## src/rtl/mem_stage_pkg.sv

```systemverilog
// Shared definitions for the MIPS memory stage: opcodes, control-word layout,
// state encoding and the word-alignment mask.
package mem_stage_pkg;

  localparam int CONTROL_REG_SIZE = 12;
  // Control-word bit that marks an I-type instruction.
  localparam int CTL_I_TYPE = 3;

  localparam logic [5:0] OP_LW = 6'b100011;
  localparam logic [5:0] OP_SW = 6'b101011;

  // Low address bits that must be zero for a word access.
  localparam logic [1:0] ALIGN_MASK = 2'b11;

  typedef enum logic {
    MEM_ST_IDLE = 1'b0,
    MEM_ST_WAIT = 1'b1
  } mem_state_e;

  function automatic logic is_mem_insn(input logic [5:0] opcode, input logic i_type);
    return i_type && ((opcode == OP_LW) || (opcode == OP_SW));
  endfunction

  function automatic logic is_store(input logic [5:0] opcode);
    return opcode == OP_SW;
  endfunction

endpackage

```

## src/rtl/mem_stage_if.sv

```systemverilog
// Data-memory port between the memory stage (master) and the memory (slave).
interface mem_stage_if #(
  parameter int ADDR_W = 32
);

  // Handshake: the master raises mem_req together with mem_addr/mem_we/mem_wdata
  // and holds all four unchanged until it samples mem_ack high on a posedge;
  // mem_rdata is only meaningful on that same edge. The master ignores mem_ack
  // whenever it has no request outstanding, and drops mem_req on the ack edge.
  logic              mem_req;
  logic              mem_we;
  logic [0:ADDR_W-1] mem_addr;
  logic [0:31]       mem_wdata;
  logic [0:31]       mem_rdata;
  logic              mem_ack;

  modport master (
    output mem_req,
    output mem_we,
    output mem_addr,
    output mem_wdata,
    input  mem_rdata,
    input  mem_ack
  );

  modport slave (
    input  mem_req,
    input  mem_we,
    input  mem_addr,
    input  mem_wdata,
    output mem_rdata,
    output mem_ack
  );

endinterface

```

## src/rtl/mem_stage_timeout_counter.sv

```systemverilog
// Wait-cycle counter that flags an access as expired after TERMINAL cycles.
// Only built when MEM_STAGE_TIMEOUT_EN is defined.
`ifdef MEM_STAGE_TIMEOUT_EN
module mem_timeout_counter #(
  parameter int TERMINAL = 16
) (
  input  logic clock,
  input  logic reset,
  input  logic enable,
  input  logic clear,
  output logic expired
);

  localparam int CNT_W = $clog2(TERMINAL + 1);

  logic [CNT_W-1:0] count;

  always_ff @(posedge clock or posedge reset) begin
    if (reset) begin
      count <= '0;
    end else if (clear) begin
      count <= '0;
    end else if (enable && (count != CNT_W'(TERMINAL))) begin
      count <= count + 1'b1;
    end
  end

  // Fires on the edge that would complete the TERMINAL-th counted cycle.
  assign expired = enable && (count == CNT_W'(TERMINAL - 1));

endmodule
`endif

```

## src/rtl/mem_stage.sv

```systemverilog
// MIPS memory stage: passes ALU results through, performs LW/SW over a req/ack
// port and stalls upstream while an access is outstanding. MEM_STAGE_TIMEOUT_EN
// adds an access timeout that aborts the instruction and pulses bus_error.
module mem_stage
  import mem_stage_pkg::*;
#(
  parameter int ADDR_W         = 32,
  parameter int TIMEOUT_CYCLES = 16
) (
  input  logic                      clock,
  input  logic                      reset,
  input  logic [0:31]               aluData,
  input  logic [0:31]               rtData,
  input  logic [CONTROL_REG_SIZE-1:0] control,
  input  logic [0:31]               insn,
  input  logic [0:4]                rdIn,
  input  logic                      btIn,
  output logic                      stall,
  mem_stage_if.master               mem,
  output logic [0:31]               wbData,
  output logic [0:4]                rdOut,
  output logic [CONTROL_REG_SIZE-1:0] control_out,
  output logic [0:31]               insn_out,
  output logic                      bt_out,
  output logic                      wb_valid,
  output logic                      misaligned,
  output logic                      bus_error,
  output mem_state_e                state_dbg
);

  if (TIMEOUT_CYCLES < 1) begin : g_bad_timeout
    $error("mem_stage: TIMEOUT_CYCLES must be at least 1");
  end

  mem_state_e  state;
  logic [5:0]  opcode;
  logic        mem_insn;
  logic        store_insn;
  logic        unaligned;
  logic        issue;

  assign opcode     = insn[0:5];
  assign mem_insn   = is_mem_insn(opcode, control[CTL_I_TYPE]);
  assign store_insn = is_store(opcode);
  assign unaligned  = (aluData[30:31] & ALIGN_MASK) != 2'b00;
  assign issue      = (state == MEM_ST_IDLE) && mem_insn && !unaligned;

  assign stall     = (state == MEM_ST_WAIT);
  assign state_dbg = state;

`ifdef MEM_STAGE_TIMEOUT_EN
  logic timeout_hit;
  logic bus_error_q;

  mem_timeout_counter #(
    .TERMINAL (TIMEOUT_CYCLES)
  ) u_timeout (
    .clock   (clock),
    .reset   (reset),
    .enable  (stall && !mem.mem_ack),
    .clear   (issue),
    .expired (timeout_hit)
  );

  assign bus_error = bus_error_q;
`else
  assign bus_error = 1'b0;
`endif

  always_ff @(posedge clock or posedge reset) begin
    if (reset) begin
      state         <= MEM_ST_IDLE;
      mem.mem_req   <= 1'b0;
      mem.mem_we    <= 1'b0;
      mem.mem_addr  <= '0;
      mem.mem_wdata <= '0;
      wbData        <= '0;
      rdOut         <= '0;
      control_out   <= '0;
      insn_out      <= '0;
      bt_out        <= 1'b0;
      wb_valid      <= 1'b0;
      misaligned    <= 1'b0;
`ifdef MEM_STAGE_TIMEOUT_EN
      bus_error_q   <= 1'b0;
`endif
    end else begin
      misaligned <= 1'b0;
`ifdef MEM_STAGE_TIMEOUT_EN
      bus_error_q <= 1'b0;
`endif
      case (state)
        MEM_ST_IDLE: begin
          if (!mem_insn) begin
            wbData      <= aluData;
            rdOut       <= rdIn;
            control_out <= control;
            insn_out    <= insn;
            bt_out      <= btIn;
            wb_valid    <= |control;
          end else if (unaligned) begin
            misaligned  <= 1'b1;
            control_out <= '0;
            wb_valid    <= 1'b0;
          end else begin
            mem.mem_req   <= 1'b1;
            mem.mem_addr  <= aluData[32-ADDR_W:31];
            mem.mem_we    <= store_insn;
            mem.mem_wdata <= rtData;
            control_out   <= '0;
            wb_valid      <= 1'b0;
            state         <= MEM_ST_WAIT;
          end
        end

        MEM_ST_WAIT: begin
          // Upstream holds its outputs while stalled, so the live inputs still
          // describe the instruction that owns the outstanding access.
          if (mem.mem_ack) begin
            mem.mem_req <= 1'b0;
            wbData      <= store_insn ? aluData : mem.mem_rdata;
            rdOut       <= rdIn;
            control_out <= control;
            insn_out    <= insn;
            bt_out      <= btIn;
            wb_valid    <= 1'b1;
            state       <= MEM_ST_IDLE;
          end
`ifdef MEM_STAGE_TIMEOUT_EN
          else if (timeout_hit) begin
            mem.mem_req <= 1'b0;
            bus_error_q <= 1'b1;
            control_out <= '0;
            wb_valid    <= 1'b0;
            state       <= MEM_ST_IDLE;
          end
`endif
          else begin
            control_out <= '0;
            wb_valid    <= 1'b0;
          end
        end

        default: state <= MEM_ST_IDLE;
      endcase
    end
  end

endmodule
```

## src/flat_wrapper.sv

```systemverilog
// flat-port wrapper written by rule: the top's interface ports become plain ports
module mem_stage_flat import mem_stage_pkg::*;
#(
  parameter int ADDR_W         = 32,
  parameter int TIMEOUT_CYCLES = 16
)
  (clock, reset, aluData, rtData, control, insn, rdIn, btIn, stall, wbData, rdOut, control_out, insn_out, bt_out, wb_valid, misaligned, bus_error, state_dbg, mem_mem_req, mem_mem_we, mem_mem_addr, mem_mem_wdata, mem_mem_rdata, mem_mem_ack);
  mem_stage_if #(.ADDR_W(ADDR_W)) mem_i ();
  input  logic clock;
  input  logic reset;
  input  logic [0:31] aluData;
  input  logic [0:31] rtData;
  input  logic [CONTROL_REG_SIZE-1:0] control;
  input  logic [0:31] insn;
  input  logic [0:4] rdIn;
  input  logic btIn;
  output logic stall;
  output logic [0:31] wbData;
  output logic [0:4] rdOut;
  output logic [CONTROL_REG_SIZE-1:0] control_out;
  output logic [0:31] insn_out;
  output logic bt_out;
  output logic wb_valid;
  output logic misaligned;
  output logic bus_error;
  output mem_state_e state_dbg;
  output wire logic [$bits(mem_i.mem_req)-1:0] mem_mem_req;
  output wire logic [$bits(mem_i.mem_we)-1:0] mem_mem_we;
  output wire logic [$bits(mem_i.mem_addr)-1:0] mem_mem_addr;
  output wire logic [$bits(mem_i.mem_wdata)-1:0] mem_mem_wdata;
  input wire logic [$bits(mem_i.mem_rdata)-1:0] mem_mem_rdata;
  input wire logic [$bits(mem_i.mem_ack)-1:0] mem_mem_ack;
  assign mem_mem_req = mem_i.mem_req;
  assign mem_mem_we = mem_i.mem_we;
  assign mem_mem_addr = mem_i.mem_addr;
  assign mem_mem_wdata = mem_i.mem_wdata;
  assign mem_i.mem_rdata = mem_mem_rdata;
  assign mem_i.mem_ack = mem_mem_ack;
  mem_stage #(.ADDR_W(ADDR_W), .TIMEOUT_CYCLES(TIMEOUT_CYCLES)) u_core (.clock(clock), .reset(reset), .aluData(aluData), .rtData(rtData), .control(control), .insn(insn), .rdIn(rdIn), .btIn(btIn), .stall(stall), .mem(mem_i), .wbData(wbData), .rdOut(rdOut), .control_out(control_out), .insn_out(insn_out), .bt_out(bt_out), .wb_valid(wb_valid), .misaligned(misaligned), .bus_error(bus_error), .state_dbg(state_dbg));
endmodule
```

## config.mk

```make
export PLATFORM = sky130hd
export DESIGN_NAME = mem_stage_flat
export DESIGN_NICKNAME = d
export VERILOG_FILES = /design/src/rtl/mem_stage_pkg.sv /design/src/rtl/mem_stage_if.sv /design/src/rtl/mem_stage_timeout_counter.sv /design/src/rtl/mem_stage.sv /design/src/flat_wrapper.sv
export SDC_FILE = /design/constraint.sdc
export NUM_CORES = 1
export LEC_CHECK = 0
export CAP_MARGIN = 20
export CORE_ASPECT_RATIO = 1.25
export CORE_MARGIN = 5
export CORE_UTILIZATION = 36
export DETAILED_ROUTE_END_ITERATION = 6
export PLACE_DENSITY = 0.77
export SLEW_MARGIN = 20
export SYNTH_ARGS = -nofsm -noshare
export SYNTH_HDL_FRONTEND = slang
export SYNTH_SLANG_ARGS = --single-unit
```

## constraint.sdc

```tcl
create_clock -name clock -period 4.6 [get_ports clock]
set_clock_uncertainty 0.1 [all_clocks]
set_input_delay 0.46 -clock clock [delete_from_list [all_inputs] [get_ports clock]]
set_output_delay 0.46 -clock clock [all_outputs]
set_load 0.01 [all_outputs]
```

==> summary.txt <==
Outcome
  • Run status: finished clean

Timing
  • Max-slew headroom: 33.1%
  • Final cycle utilization of the critical path: 58.2%
  • Count of final setup violators: 0
  • RSZ-0062 raised after global routing: false
  • Measured slew at the worst slew-check pin: 1.00 ns
  • Endpoints failing hold: 0
  • Tmin final: 2.68 ns
  • Total Negative Setup Slacks: 0 ns
  • Max Transition Viols Final: 0
  • Worst hold slack: 0.315 ns
  • Timing-limited maximum frequency: approximately 0.37 GHz

Place
  • Routability congestion estimate from global placement: 0.785
  • # port buffers: 300
  • Placement Cell Area: 9100 um^2
  • Count of placed standard cells including taps: about 910
  • Final HPWL DP: 13.2 mm

CTS
  • Post-CTS sizing: 0
  • Number of clock buffers inserted by TritonCTS: 17
  • Total number of clock tree sinks: 151
  • Number of levels the H-tree was split into: 4
  • Clock root buffer master: sky130_fd_sc_hd__clkbuf_16
  • Clock-pin slew on the worst setup and hold paths: 0.06 ns
  • Buffer levels on the longest clock path: 2
  • CTS tree: done
  • Number of buffers inserted by hold repair at cts: 0
  • Clock insertion delay at the later pin of the skew report: 0.41 ns
  • Post-CTS Setup Bufs: 0

Setup path
  • Kind of start point of the critical path: primary input
  • CP required: 4.79 ns
  • Worst Reg-to-Reg Cells: 3
  • Crit path capture type: register
  • Reg2Reg Capture Point: u_core.mem.mem_wdata[16]
  • Worst EP arrival: 2.87 ns
  • Largest driver fanout on the critical path: 68
  • CP Class: in -> reg
  • Register-to-register setup slack: 1.99 ns
  • Worst flop-to-flop path startpoint: u_core.stall

Floorplan
  • Io pins: 302
  • Die width: 125 um
  • Core region area: 16200 um^2
  • Starting density of the core: between 30% and 40%
  • Die boundary height: between 150 and 200 um
  • Number of core rows: 52
  • Die area: 19100 um^2

Logic synthesis
  • Synth Net Count: 559
  • Netlist cell types: 25
  • Number of enable flip-flop cells after synthesis: 0
  • Post-synth design cell area: ~5900 um^2
  • Part of the Yosys area used for sequential elements: 63.9%
  • Synth async-reset ratio: 100%
  • Average cell area after synthesis: 14.4 um^2
  • Register bit count reported by yosys: 151
  • Main synth FF type: sky130_fd_sc_hd__dfrtp_1
  • Number of warnings reported in the yosys synthesis log: 0
  • Post-synthesis instance total: 410

Global routing
  • Maximum number of pins on one net before global-route repair: 69
  • Vias in the first global route: 4806
  • Wire length of the first global-routing pass: 27.1 mm
  • Global-route congestion overflow total: 0
  • GRT Total Usage: 18.2%
  • Antenna violations before repair: 0

Layout
  • Antenna Cells: 0
  • Fin cells: 938
  • Count of fill cells added during filler insertion: roughly 1300
  • P&R area growth vs syn: 64.1%
  • Final design area excluding fillers: 9700 um^2
  • Final #Nets: 860
  • Layout cells sized above 1: 18.6%

Route
  • Number of DRC markers in iteration 0: 160
  • Remaining number of nets flagged by the antenna check after routing: 0
  • Number of vias in the routed layout: about 4400
  • Final routed DRC violation total: 0
  • Total Routed Length: ~17 mm
  • 1st-pass router iterations: 6
  • Number of vias per cell: about 4.7
  • Detail-routed net length per standard cell: 18.5 um

Pwr
  • Overall power after layout: between 0.003 and 0.004 W
  • VDD IR-drop max: 0.000193 V
  • Leakage power summed over all cells: 4.43 nW
  • Pwr dens: ~340 nW/um^2

Worst hold path
  • Hold crit path type: in -> async

Run
  • Max-capacitance violation count: 0
kinds of logic (layout without fill, tap and decap cells):
kind of cell / count (synthesis) / count (layout) / synth area share (%)
and+or+nand+nor: 65 / 65 / 5.35
muxes: 132 / 132 / 24.5
buffers and inverters: 25 / 337 / 2.77
DFF: 151 / 151 / 63.9
AOI/OAI and AO/OA: 36 / 36 / 3.47
other: 1 / 1 / 0.0634
cells in the final DEF, fill, tap and decap left out:
master	instances
sky130_fd_sc_hd__nor2_1	34
sky130_fd_sc_hd__dfrtp_1	151
sky130_fd_sc_hd__and4b_1	1
sky130_fd_sc_hd__clkdlybuf4s50_1	300
sky130_fd_sc_hd__clkbuf_8	4
sky130_fd_sc_hd__or3b_4	1
sky130_fd_sc_hd__clkinv_2	1
sky130_fd_sc_hd__and2_1	14
sky130_fd_sc_hd__bufinv_16	2
sky130_fd_sc_hd__clkinvlp_4	1
sky130_fd_sc_hd__mux2_2	95
sky130_fd_sc_hd__a21boi_4	1
sky130_fd_sc_hd__o31ai_1	1
sky130_fd_sc_hd__nor3b_2	1
sky130_fd_sc_hd__conb_1	1
sky130_fd_sc_hd__clkinv_4	2
sky130_fd_sc_hd__clkbuf_1	3
sky130_fd_sc_hd__a21oi_1	32
sky130_fd_sc_hd__nand3_1	1
sky130_fd_sc_hd__o21ai_4	1
sky130_fd_sc_hd__nand4_1	1
sky130_fd_sc_hd__nand2_1	7
sky130_fd_sc_hd__mux2i_1	32
sky130_fd_sc_hd__o311a_1	1
sky130_fd_sc_hd__buf_12	2
sky130_fd_sc_hd__nand3_4	1
sky130_fd_sc_hd__nand2b_1	1
sky130_fd_sc_hd__inv_6	1
sky130_fd_sc_hd__mux2_1	5
sky130_fd_sc_hd__nor4_1	3
sky130_fd_sc_hd__clkbuf_16	17
sky130_fd_sc_hd__buf_4	4
cell usage after synthesis (2+ instances only):
cell	instances	area share [%]
sky130_fd_sc_hd__buf_2	14	1.2
sky130_fd_sc_hd__nor4_1	3	0.32
sky130_fd_sc_hd__buf_6	5	0.95
sky130_fd_sc_hd__a21oi_1	32	2.7
sky130_fd_sc_hd__nand2_1	7	0.44
sky130_fd_sc_hd__mux2_2	95	18
sky130_fd_sc_hd__mux2i_1	32	5.4
sky130_fd_sc_hd__mux2_1	5	0.95
sky130_fd_sc_hd__and2_1	14	1.5
sky130_fd_sc_hd__dfrtp_1	151	64
sky130_fd_sc_hd__buf_4	4	0.51
sky130_fd_sc_hd__nor2_1	34	2.2
sky130_fd_sc_hd__nand3_1	2	0.17
how the worst max path moves through the flow:
stage / from / endpoint / slack, ns / depth (start not counted)
final: insn[3] / u_core.mem.mem_wdata[16] / 1.92 / 4
after global placement: insn[3] / u_core.mem.mem_wdata[16] / 1.57 / 4
after global routing: insn[0] / u_core.mem.mem_wdata[16] / 1.78 / 4
after detailed placement: insn[3] / u_core.mem.mem_wdata[20] / 1.47 / 4
after CTS: insn[3] / u_core.mem.mem_wdata[20] / 1.91 / 4
after floorplan: reset / u_core.bt_out / 2.14 / 1
state kept, by name (all words and copies together), names as in the netlist:
signal / count
u_core.insn_out: 32
u_core.mem.mem_addr: 32
u_core.mem.mem_wdata: 32
u_core.wbData: 32
u_core.control_out: 12
u_core.rdOut: 5
u_core.bt_out: 1
u_core.mem.mem_req: 1
u_core.mem.mem_we: 1
u_core.misaligned: 1
u_core.stall: 1
u_core.wb_valid: 1
critical path: stages:
cell and delay, ns:
sky130_fd_sc_hd__clkdlybuf4s50_1 0.46, sky130_fd_sc_hd__nor3b_2 0.44, sky130_fd_sc_hd__nand3_4 0.84, sky130_fd_sc_hd__mux2_1 0.62
metal layers:
metal  GRT usage [%]  routed length [um]
met5               0                   0
met1            19.1                6150
met4            6.53                 335
met2            32.9                9450
met3            6.98                1410
through the flow:
| step | worst slack, ns | util [%] |
|---|---|---|
| final | 1.92 | 59.9 |
| after global routing | 1.78 | 59.9 |
| after CTS | 1.91 | 59.8 |
| after detailed placement | 1.47 | 56.2 |
| after global placement | 1.57 | 56.2 |
| after floorplan | 2.14 | - |
cell type report:
class	count	area, um^2	area share (%)
multi-input combinational	234	1990	20.5
clock buffer	24	492	5.07
timing repair buffer	306	3070	31.7
sequential	151	3780	38.9
inverter	1	7.51	0.0774
clock inverter	6	91.3	0.941
tap	216	270	2.78
power by group:
part / total (W) / leakage (nW) / internal [W] / switching (W)
combinational: 0.000506 / 2.25 / 0.000325 / 0.000181
clock: 0.00137 / 0.287 / 0.000854 / 0.000521
sequential: 0.00146 / 1.89 / 0.00142 / 0.0000448
(Power assumes the default switching activity.)
==> edit 1, RTL diff (config.mk and constraints unchanged) <==
Set the package constant `CONTROL_REG_SIZE` to 24 (it was 12).
--- a/src/rtl/mem_stage_pkg.sv
+++ b/src/rtl/mem_stage_pkg.sv
@@ -4,3 +4,3 @@
 
-  localparam int CONTROL_REG_SIZE = 12;
+  localparam int CONTROL_REG_SIZE = 24;
   // Control-word bit that marks an I-type instruction.
Ports: changed (resized control and control_out); port bits go from 302 to 326. The function was not compared with the original's and may differ.
==> edit 1 against the unedited design <==
Routed wire length grew 9.1%; count of clock-buffer cells in the layout shrank 5; sequential cell count grew 12; area after synthesis grew 7.2%; via count grew 7.2%; design area grew 6.7%; critical path depth is the same; worst setup slack gained 0.035 ns; global-route usage grew 0.26 points; utilization shrank 0.30 points; power grew 2.2%; sequential share of layout area grew 0.47 points; worst hold slack gained 0.070 ns; largest cell class unchanged.
==> edit 1: results (changes against the unedited design) <==
status: "complete, no violations"
min_path_type: "reg2reg"
p_leak_uw: 0.00468  # +5.7%
synth-main-ff-cell: "dfrtp_1"
antenna_found_initial: 0  # unchanged
worstPathMaxFanout: 68  # unchanged
cts_resized: 0  # unchanged
placed_area_um2: 9780  # +7.4%
synth_warnings: 0  # unchanged
synthXorXnorAreaFrac: 0  # unchanged
ys_async_sr_fraction: 1.00  # unchanged
clk_path_buf_depth: 2  # unchanged
relSlewSlack: 0.336  # +0.00510
cts_buffers: 17  # unchanged
vias: 4702  # +7.2%
totalWireLength_um: 18900  # +9.1%
synth_area_leaders: "dfrtp_1 64%, mux2_2 17%, mux2i_1 5.1%"
grt_pass1_wl_um: 28900  # +6.8%
ys_types: 27  # +8.0%
synth_common_cells: "163 x dfrtp_1, 95 x mux2_2, 34 x nor2_1"
synth_nets: 600  # +7.3%
dr.pass1.iters: 4  # -2
path_clk_slew_ns: 0.07
insertion_delay_ns: 0.41  # about the same
synthMuxAreaShare: 0.228  # -0.0165
nets: 924  # +7.4%
grt_pass1_vias: 5258  # +9.4%
grt_start_max_net_pins: 86  # +25%
track_usage: 0.184  # +0.00258
hpwl_um: 14600  # +11%
cp_slowest_cell: "nand3_4"
intPower_uw: 2590  # -0.39%
nFillCells: 1344  # +6.9%
port_buffers: 324  # +8.0%
arrival_ns: 2.83  # -0.04 ns
synth_edf_count: 0  # unchanged
synth_seq_area_share: 0.643  # +0.00424
drt_iter0_drc: 126  # -21%
yosys.area_share.adder: 0  # unchanged
synth_compound_area_frac: 0.0347  # about the same
max-vdd-ir-drop_mv: 0.168  # -13%
n_antenna_cell: 0  # unchanged
cts_setup_buffers: 0  # unchanged
cts_hold_buffers: 0  # unchanged
root_buffer: "clkbuf_16"
drive_above_1_share: 0.179  # -0.00647
cpPeakStageDelay_ns: 0.77  # -0.07 ns
htree_levels: 4  # unchanged
place.gp.congestion: 0.842  # +7.3%
-- edit 1: cells by family after synthesis --
group           Yosys count
compound gates           37
flops                   163
buf+inv                  26
simple gates             80
other cells               1
mux                     132
-- edit 1: final cells by class --
class / instances / share of cell area
sequential: 163 / 0.394
timing repair buffer: 330 / 0.323
multi-input combinational: 250 / 0.202
clock buffer: 19 / 0.0428
tap: 224 / 0.0271
clock inverter: 13 / 0.00979
inverter: 1 / 0.000725
-- edit 1: layer usage --
layer	GRT usage	up-vias	share of wire
li1	-	2171	-
met1	0.198	2292	0.35
met2	0.331	198	0.54
met3	0.0544	41	0.077
met4	0.0860	0	0.034
met5	0	-	0
-- edit 1: worst max-delay path, delay by kind of cell --
family	cells	cell delay, ns
muxes	1	0.59
buffers and inverters	1	0.50
and+or+nand+nor	2	1.19
-- edit 1: worst paths after layout --
kind	to	cells after the start	startpoint	slack [ns]
max	u_core.mem.mem_addr[16]$_DFFE_PP0P_	4	insn[3]	1.96
max reg2reg	u_core.mem.mem_addr[16]$_DFFE_PP0P_	3	u_core.stall$_DFF_PP0_	2.12
min	u_core.mem.mem_addr[31]$_DFFE_PP0P_	1	u_core.mem.mem_addr[31]$_DFFE_PP0P_	0.38
min in group asynchronous	u_core.insn_out[13]$_DFFE_PP0P_	2	reset	0.47
max in group asynchronous	u_core.wbData[29]$_DFFE_PP0P_	3	reset	2.89
min reg2reg	u_core.mem.mem_addr[31]$_DFFE_PP0P_	1	u_core.mem.mem_addr[31]$_DFFE_PP0P_	0.38
-- edit 1: power groups by stage --
stage	registers, µW	clock network (µW)	logic (µW)
5_1_grt	1590	1400	579
6_report	1580	1300	542
3_5_place_dp	1600	0	548
2_1_floorplan	1640	0	118
3_3_place_gp	1600	0	536
4_1_cts	1580	1330	551
-- edit 1: stage by stage --
| step | hold WS, ns | util | worst slack (ns) | cells | total power, µW |
|---|---|---|---|---|---|
| floorplan | 0.407 | - | 1.97 | 439 | 1760 |
| global placement | 0.365 | 0.563 | 1.54 | 967 | 2130 |
| detailed placement | 0.374 | 0.563 | 1.45 | 967 | 2150 |
| CTS | 0.389 | 0.594 | 1.95 | 999 | 3460 |
| global route | 0.417 | 0.596 | 1.79 | 1000 | 3560 |
| finish | 0.385 | 0.596 | 1.96 | 1000 | 3420 |
==> edit 2, RTL diff (same settings) <==
Without the edit above. Put one more register stage on the output `state_dbg`. The value now appears one clock later. The other outputs are not delayed to match.
--- a/src/rtl/mem_stage.sv
+++ b/src/rtl/mem_stage.sv
@@ -48,3 +48,5 @@
   assign stall     = (state == MEM_ST_WAIT);
-  assign state_dbg = state;
+  always_ff @(posedge clock) begin
+    state_dbg <= state;
+  end
 
Check against the original RTL: not equivalent (Yosys sat finds a counterexample within 4 cycles, from zero or initial values and one cycle with reset high).
==> edit 2 against the unedited design <==
Synthesized cell count is the same; register-to-register slack better by 0.02 ns; area after synthesis up 0.21%; worst setup slack worse by 0.11 ns; routed wire length rose by 2.9%; sequential cell count rose by 1; design area rose by 0.28%; final cell count is 0.21% higher; fmax down 4.1%; critical path depth up 2; utilization increased by 0.17 points; power up 2.2%; highest routed layer unchanged.
==> edit 2: results (changes against the unedited design) <==
route.met3.wl_um: 1390  # -1.1%
vias_per_cell: 4.75  # +1.6%
path_clk_slew_ns: 0.06  # about the same
track_usage: 0.187  # +0.00500
syn_area_per_cell_um2: 14.5  # +0.21%
avgRoutedWirePerCell_um: 19.0  # +2.7%
p_leak_uw: 0.00443  # about the same
met2RoutedLength_um: 9710  # +2.8%
use_met1: 0.197  # +0.00595
hpwl_um: 13500  # +2.9%
synth_compound_area_frac: 0.0346  # -0.0000732
nets: 860  # unchanged
placed_area_um2: 9120  # +0.22%
drt_iter0_drc: 178  # +11%
r2r_end: "u_core.mem.mem_wdata[21]$_DFFE_PP0P_"
nFillCells: 1295  # +3.0%
synthXorXnorAreaFrac: 0  # unchanged
grt_pass1_wl_um: 28100  # +3.9%
cts_buffers: 17  # unchanged
synth_area_leaders: "dfrtp_1 64%, mux2_2 18%, mux2i_1 5.4%"
relSlewSlack: 0.297  # -0.0341
grt_start_max_net_pins: 86  # +25%
use_met2: 0.345  # +0.0155
max-vdd-ir-drop_mv: 0.214  # +11%
post-place-cells: 908  # +0.11%
r2r_setup_slack_ns: 2.01  # +0.02 ns
ys_async_sr_fraction: 0.993  # -0.00658
p_seq_uw: 1470
synth_seq_area_share: 0.641  # +0.00203
hold_ws_ns: 0.382  # +0.0665 ns
drive_above_1_share: 0.182  # -0.00328
min_path_type: "reg2reg"
worst_hold_path.num_cells: 2
cp_slowest_cell: "o21ai_4"
grtUsageMet3: 0.0691  # -0.000698
ys_types: 26  # +4.0%
synth_common_cells: "151 x dfrtp_1, 95 x mux2_2, 34 x nor2_1"
net-switching-power_uw: 745  # -0.21%
endpoint: "u_core.wbData[3]$_DFFE_PP0P_"
drt-met1-wl_um: 6400  # +4.0%
status: "complete, no violations"
cpPeakStageDelay_ns: 0.83
fin_cells: 940  # +0.21%
synthMuxAreaShare: 0.244  # -0.000516
arrival_ns: 2.94  # +0.07 ns
worstPathMaxFanout: 23  # -66%
clk_path_buf_depth: 2  # unchanged
r2r_cells: 3  # unchanged
place.gp.congestion: 0.837  # +6.7%
grt_pass1_vias: 5029  # +4.6%
swShare: 0.218  # -0.00535
top_layer: "met4"
pwr-share-comb: 0.148  # -0.003
dr.pass1.iters: 4  # -2
whs_endpoint: "u_core.mem.mem_req$_DFFE_PP0P_"
cp-startpoint: "insn[0]"
==> edit 2: changes by cell type in the layout (fill, tap and decap cells not counted) <==
cell        unedited run  this run
dfxtp_1                0         1
buf_12                 2         1
bufinv_16              2         4
clkinvlp_4             1         3
clkinv_4               2         1
clkbuf_8               4         1
inv_6                  1         0
clkbuf_1               3         6
==> edit 2: area by class of cell <==
class                           count  share of cell area
Multi-Input combinational cell    234               0.205
Timing Repair Buffer              305               0.314
Inverter                            1            0.000771
Clock buffer                       24              0.0474
Sequential cell                   152               0.390
Tap cell                          216              0.0278
Clock inverter                      8              0.0153
==> edit 2: critical path, delay by kind of cell <==
kind | cells | cell delay, ns
AOI/OAI and AO/OA | 2 | 0.92
buffers and inverters | 2 | 0.89
muxes | 1 | 0.21
and+or+nand+nor | 1 | 0.42
==> edit 2: metrics by stage <==
step	setup slack, ns	utilization
2_1_floorplan	2.14	-
3_3_place_gp	1.47	0.563
3_5_place_dp	1.39	0.563
4_1_cts	1.82	0.601
5_1_grt	1.72	0.601
6_report	1.81	0.601
